`src/rtl/imem_loader.sv`:
```
// imem_loader
// Write side of the byte-addressed, little-endian instruction memory. A framed
// byte stream (len_lo, len_hi, 4*N data bytes, XOR checksum) arrives over a
// valid/ready handshake. Each data byte becomes one memory byte write. The core
// is released through cpu_hold once the checksum matches.
//
// Handshake: a byte moves on a rising clk edge where in_valid && in_ready. The
// source holds in_data stable while in_valid is high and unaccepted. in_valid
// low is a gap and changes nothing. in_ready is registered.
//
// Ports:
//   clk, rst          clock (rising edge), asynchronous active-high reset
//   start             one-cycle pulse that begins a load (IDLE/DONE/ERR only)
//   in_valid/in_data  stream byte offered by the source
//   in_ready          loader accepts a byte this cycle
//   mem_we/mem_addr/mem_wdata  byte write port, one cycle after each data accept
//   cpu_hold          holds the core while high
//   done / err        level outputs: good load / aborted load
//   words_loaded      complete 4-byte words written in the current load
//   (the FSM state is visible as the internal signal 'state')
module imem_loader #(
  parameter logic [63:0] BASE_ADDR = 64'h0,
  parameter int          MAX_WORDS = 16384
) (
  input  logic        clk,
  input  logic        rst,
  input  logic        start,
  input  logic        in_valid,
  input  logic [7:0]  in_data,
  output logic        in_ready,
  output logic        mem_we,
  output logic [63:0] mem_addr,
  output logic [7:0]  mem_wdata,
  output logic        cpu_hold,
  output logic        done,
  output logic        err,
  output logic [15:0] words_loaded
);

  localparam logic [2:0] S_IDLE   = 3'd0;
  localparam logic [2:0] S_LEN_LO = 3'd1;
  localparam logic [2:0] S_LEN_HI = 3'd2;
  localparam logic [2:0] S_DATA   = 3'd3;
  localparam logic [2:0] S_CSUM   = 3'd4;
  localparam logic [2:0] S_DONE   = 3'd5;
  localparam logic [2:0] S_ERR    = 3'd6;

  localparam logic [16:0] MAX_W = 17'(MAX_WORDS);

  logic [2:0]  state;
  logic [2:0]  state_next;
  logic [15:0] count;
  logic [17:0] byte_idx;
  logic [7:0]  csum;

  logic        accept;
  logic [15:0] len_full;
  logic [17:0] byte_idx_inc;
  logic        last_byte;
  logic        idle_like;

  assign accept       = in_valid && in_ready;
  assign len_full     = {in_data, count[7:0]};
  assign byte_idx_inc = byte_idx + 18'd1;
  // count is at most MAX_WORDS here, so 4*count fits in the 18-bit index.
  assign last_byte    = (byte_idx_inc == {count, 2'b00});
  assign idle_like    = (state == S_IDLE) || (state == S_DONE) || (state == S_ERR);

  always_comb begin
    state_next = state;
    case (state)
      S_IDLE, S_DONE, S_ERR: if (start) state_next = S_LEN_LO;
      S_LEN_LO: if (accept) state_next = S_LEN_HI;
      S_LEN_HI: begin
        if (accept) begin
          if ({1'b0, len_full} > MAX_W) state_next = S_ERR;
          else if (len_full == 16'd0)   state_next = S_CSUM;
          else                          state_next = S_DATA;
        end
      end
      S_DATA: if (accept && last_byte) state_next = S_CSUM;
      S_CSUM: begin
        if (accept) state_next = (in_data == csum) ? S_DONE : S_ERR;
      end
      default: state_next = S_IDLE;
    endcase
  end

  always_ff @(posedge clk or posedge rst) begin
    if (rst) begin
      state        <= S_IDLE;
      count        <= 16'd0;
      byte_idx     <= 18'd0;
      csum         <= 8'd0;
      in_ready     <= 1'b0;
      mem_we       <= 1'b0;
      mem_addr     <= 64'd0;
      mem_wdata    <= 8'd0;
      cpu_hold     <= 1'b1;
      done         <= 1'b0;
      err          <= 1'b0;
      words_loaded <= 16'd0;
    end else begin
      state  <= state_next;
      mem_we <= 1'b0;
      // Registered ready tracks the state being entered, so it is valid in
      // the same cycle the FSM arrives in a receiving state.
      in_ready <= (state_next == S_LEN_LO) || (state_next == S_LEN_HI) ||
                  (state_next == S_DATA)   || (state_next == S_CSUM);

      if (idle_like && start) begin
        done         <= 1'b0;
        err          <= 1'b0;
        words_loaded <= 16'd0;
        byte_idx     <= 18'd0;
        csum         <= 8'd0;
        cpu_hold     <= 1'b1;
      end

      if (accept) begin
        case (state)
          S_LEN_LO: count[7:0]  <= in_data;
          S_LEN_HI: begin
            count[15:8] <= in_data;
            if ({1'b0, len_full} > MAX_W) err <= 1'b1;
          end
          S_DATA: begin
            mem_we    <= 1'b1;
            mem_addr  <= BASE_ADDR + {46'd0, byte_idx};
            mem_wdata <= in_data;
            byte_idx  <= byte_idx_inc;
            csum      <= csum ^ in_data;
            if (byte_idx[1:0] == 2'b11) words_loaded <= words_loaded + 16'd1;
          end
          S_CSUM: begin
            if (in_data == csum) begin
              done     <= 1'b1;
              cpu_hold <= 1'b0;
            end else begin
              err <= 1'b1;
            end
          end
          default: ;
        endcase
      end
    end
  end

endmodule
```
`config.mk`:
```
export PLATFORM = sky130hd
export DESIGN_NAME = imem_loader
export DESIGN_NICKNAME = d
export VERILOG_FILES = /design/src/rtl/imem_loader.sv
export SDC_FILE = /design/constraint.sdc
export NUM_CORES = 1
export LEC_CHECK = 0
export BUFFER_PORTS_ARGS = -buffer_cell sky130_fd_sc_hd__buf_2
export CAP_MARGIN = 10
export CELL_PAD_IN_SITES_DETAIL_PLACEMENT = 1
export CELL_PAD_IN_SITES_GLOBAL_PLACEMENT = 1
export CORE_MARGIN = 5
export CORE_UTILIZATION = 41
export CTS_CLUSTER_DIAMETER = 100
export DETAILED_ROUTE_END_ITERATION = 8
export PLACE_DENSITY_LB_ADDON = 0.1
export SLEW_MARGIN = 10
export SYNTH_ARGS = -nofsm -noshare
export SYNTH_HDL_FRONTEND = slang
export SYNTH_SLANG_ARGS = --single-unit
```
`constraint.sdc`:
```
create_clock -name clk -period 3.4 [get_ports clk]
set_input_delay 0.17 -clock clk [delete_from_list [all_inputs] [get_ports clk]]
set_output_delay 0.17 -clock clk [all_outputs]
set_load 0.05 [all_outputs]
```
==> impl_metrics.csv <==
group,metric,value,unit
grt,grt_max_degree,56,
synth,async_flop_share,100,%
synth,yosysUniqueCellTypes,57,
setup_path,critical_path.top_delay_family,"simple AND/OR/NAND/NOR gates",
synth,synth-xor-area-share,5.48,%
routing,num_vias,4149,
floorplan,io_pins,105,
floorplan,core,12100,um^2
synth,synth.top_cell.area_share,44.6,%
synth,yosysWarningCount,0,
setup_path,startpoint_type,"flop",
power_and_ir_drop,pwr-share-comb,34.1,%
synth,synth_top_family_by_area,"simple AND/OR/NAND/NOR gates",
cells_and_area,layout_common_cells,"nand2_1 (121), dfrtp_1 (91), buf_2 (58)",
timing,min_period,2.75,ns
timing,hold_viol,0,
power_and_ir_drop,p_int,2360,uW
routing,routed_wire_length_per_instance,17.5,um
synth,synth_mux_area_share,4.51,%
clock_network,cts_tree,"yes",
timing,rsz0062_at_grt,"no",
setup_path,ff2ff_path_depth,9,
power_and_ir_drop,powerDensity,691,nW/um^2
routing,drt-vias-per-instance,5.24,
setup_path,crit_start,"byte_idx[0]",
floorplan,die_area,14800,um^2
placement,dp_cells,775,
synth,synth_top_cell_by_area,"dfrtp_1",
setup_path,critPathKind,"flop to flop",
cells_and_area,layout_commonest_cell,"nand2_1",
timing,setup_ws,0.648,ns
floorplan,initial_utilization,42.2,%
setup_path,critical_path_cell_count,9,
clock_network,clock_path_buffers,2,
power_and_ir_drop,vdd_ir_drop_max,0.415,mV
clock_network,cts_max_level,3,
synth,yosysSeqAreaShare,45.1,%
cells_and_area,fin_area,5690,um^2
setup_path,crit_chain,"ha_1 -> nand3_1 -> nor3_1 -> o2111ai_1 -> a21oi_1 -> nand4_1 -> nand2_1 -> nand4_1 -> xor2_1",
routing,drc,0,
grt,grt_pass1_vias,4294,
timing,slew_viol_final,0,
setup_path,r2r_start,"byte_idx[0]",
job,maxCapViolCount,0,
synth,synthAdderAreaFrac,0.735,%
power_and_ir_drop,pwr-share-clk,26.8,%
clock_network,root_buffer,"clkbuf_16",
synth,yosys_register_bits,92,
timing,setup_violations,0,
routing,ant_nets,0,
setup_path,path_buf_inv,0,
synth,synth_top_flop_cell,"dfrtp_1",
timing,worst_pin_slew,0.736,ns
cells_and_area,post_layout_nonfiller_instances,792,
setup_path,worst-path-max-fanout,9,
synth,netlist_instances,573,
clock_network,clkSlewWorstSetupHoldPaths,0.07,ns
placement,dp_worst_setup_slack,0.711,ns
floorplan,die_h,122,um
placement,gp_congestion,0.864,
setup_path,r2r_slack,0.65,ns
setup_path,cp-end-kind,"flop",
timing,max_freq,363,MHz
setup_path,worstPathArrival,2.98,ns
setup_path,cpMaxStageDelayCell,"nor3_1",
clock_network,cts.sinks,92,
setup_path,setup.worst_path.end,"in_ready",
clock_network,cts_resized,0,
power_and_ir_drop,cellLeakagePower,0.00277,uW
synth,synth_compound_area_share,12.0,%
cells_and_area,layout.nets,634,
clock_network,post-cts-setup-buffers,0,
power_and_ir_drop,total_power,3930,uW
routing,drt_first_iter_violations,181,
setup_path,max_stage_delay,0.60,ns
power_and_ir_drop,seqPwrFrac,39.1,%
timing,period_share,80.9,%
clock_network,numCtsBuffers,9,
synth,avgSynthCellArea,8.92,um^2
power_and_ir_drop,p_sw,1570,uW
timing,relSlewSlack,50.7,%
synth,synth_area_leaders,"dfrtp_1 (45%), nand2_1 (8.9%), buf_4 (6.8%)",
cells_and_area,area_delta_synth_final,11.4,%
grt,grt-ovfl-total,0,
setup_path,worst_path_most_repeated_cell,"nand4_1",
cells_and_area,antenna_cells,0,
placement,dp_hpwl,10.0,mm
synth,synth-edff-count,0,
floorplan,die_x,122,um
grt,grtUsageTotal,19.5,%
routing,drtPass1Iterations,4,
synth,synthSimpleGateAreaFrac,22.3,%
setup_path,worstReg2RegEnd,"in_ready",
run_status,run_status,"finished, final reports clean",
synth,synthesis.area,5110,um^2
grt,antenna_found_initial,0,
clock_network,clk_latency,0.34,ns
clock_network,ctsHoldBuffers,1,
timing,fin_skew,0.00900,ns
placement,placed_cell_area,5370,um^2
setup_path,required,3.63,ns
grt,grt_pass1_wl,22.9,mm
cells_and_area,drive_above_1_share,17.5,%
floorplan,row_count,40,
power_and_ir_drop,p_sw_share,40.0,%
placement,port-buffer-count,58,
timing,setup_tns,0,ns
worst_hold_path,hp-class,"input pin to flop",
routing,drt-total-wl,13.9,mm
[metal layers]
layer	track usage [%]	vias to the layer above	wire, um
met5	0	-	0
met4	7.49	0	336
met3	3.20	22	643
met2	31.0	117	6440
met1	26.8	2048	6460
li1	-	1962	-
[sequential cells by signal, summed over array words and instances (netlist names), 3 cells and up]
register,count
words_loaded,16
count,16
csum,8
byte_idx,18
state,3
mem_addr,18
mem_wdata,8
[how the worst min path moves through the flow]
| stage | from | end | slack [ns] | depth (start not counted) |
|---|---|---|---|---|
| 2_1_floorplan | in_data[1] | mem_wdata[1] | 0.28 | 2 |
| 3_3_place_gp | rst | mem_wdata[6] | 0.13 | 2 |
| 3_5_place_dp | rst | mem_wdata[6] | 0.13 | 2 |
| 4_1_cts | in_data[5] | mem_wdata[5] | 0.11 | 3 |
| 5_1_grt | in_data[2] | mem_wdata[2] | 0.13 | 3 |
| 6_report | in_data[2] | mem_wdata[2] | 0.12 | 3 |
[worst min-delay path, stage by stage]
cell	delay, ns
buf_2	0.15
nand2_1	0.07
nand2_1	0.04
[synthesized netlist by cell type (all sizes together), types with 4 or more instances]
cell      n
nand2   121
dfrtp    91
buf      58
nor2     47
o21ai    43
clkbuf   18
xnor2    17
mux2     16
xor2     15
nand3    14
nand4    12
nor4     11
and3      9
inv       9
o31ai     9
a21oi     7
nor3      6
a22o      5
mux2i     5
o211ai    5
nand3b    4
nor2b     4
[power groups by stage]
| stage | logic [uW] | clock network, uW | registers (uW) |
|---|---|---|---|
| after floorplan | 881 | 0 | 1670 |
| after global placement | 1320 | 0 | 1540 |
| after detailed placement | 1350 | 0 | 1550 |
| after CTS | 1360 | 1090 | 1530 |
| after global routing | 1460 | 1140 | 1570 |
| final | 1340 | 1050 | 1540 |
[per-stage QoR]
| step | util, % | hold WS, ns |
|---|---|---|
| floorplan | - | 0.275 |
| detailed placement | 44.3 | 0.134 |
| global placement | 44.3 | 0.132 |
| finish | 47.0 | 0.121 |
| CTS | 47.0 | 0.109 |
| global route | 47.0 | 0.132 |
[final cells by class]
class / instances / area (um^2)
fillers: 1468 / 6420
multi-input cells: 441 / 2480
flip-flops and latches: 92 / 2300
repair buffers: 66 / 353
clock buffers: 13 / 270
well taps: 168 / 210
clock inverters: 3 / 43.8
inverters: 9 / 35.0
[kinds of logic after synthesis]
kind of cell | Yosys count
fa+ha+maj | 3
xor+xnor | 32
buf+inv | 85
simple gates | 245
other cells | 1
flops | 92
compound gates | 94
mux | 21
No activity file was read; power rests on OpenSTA's default activity.
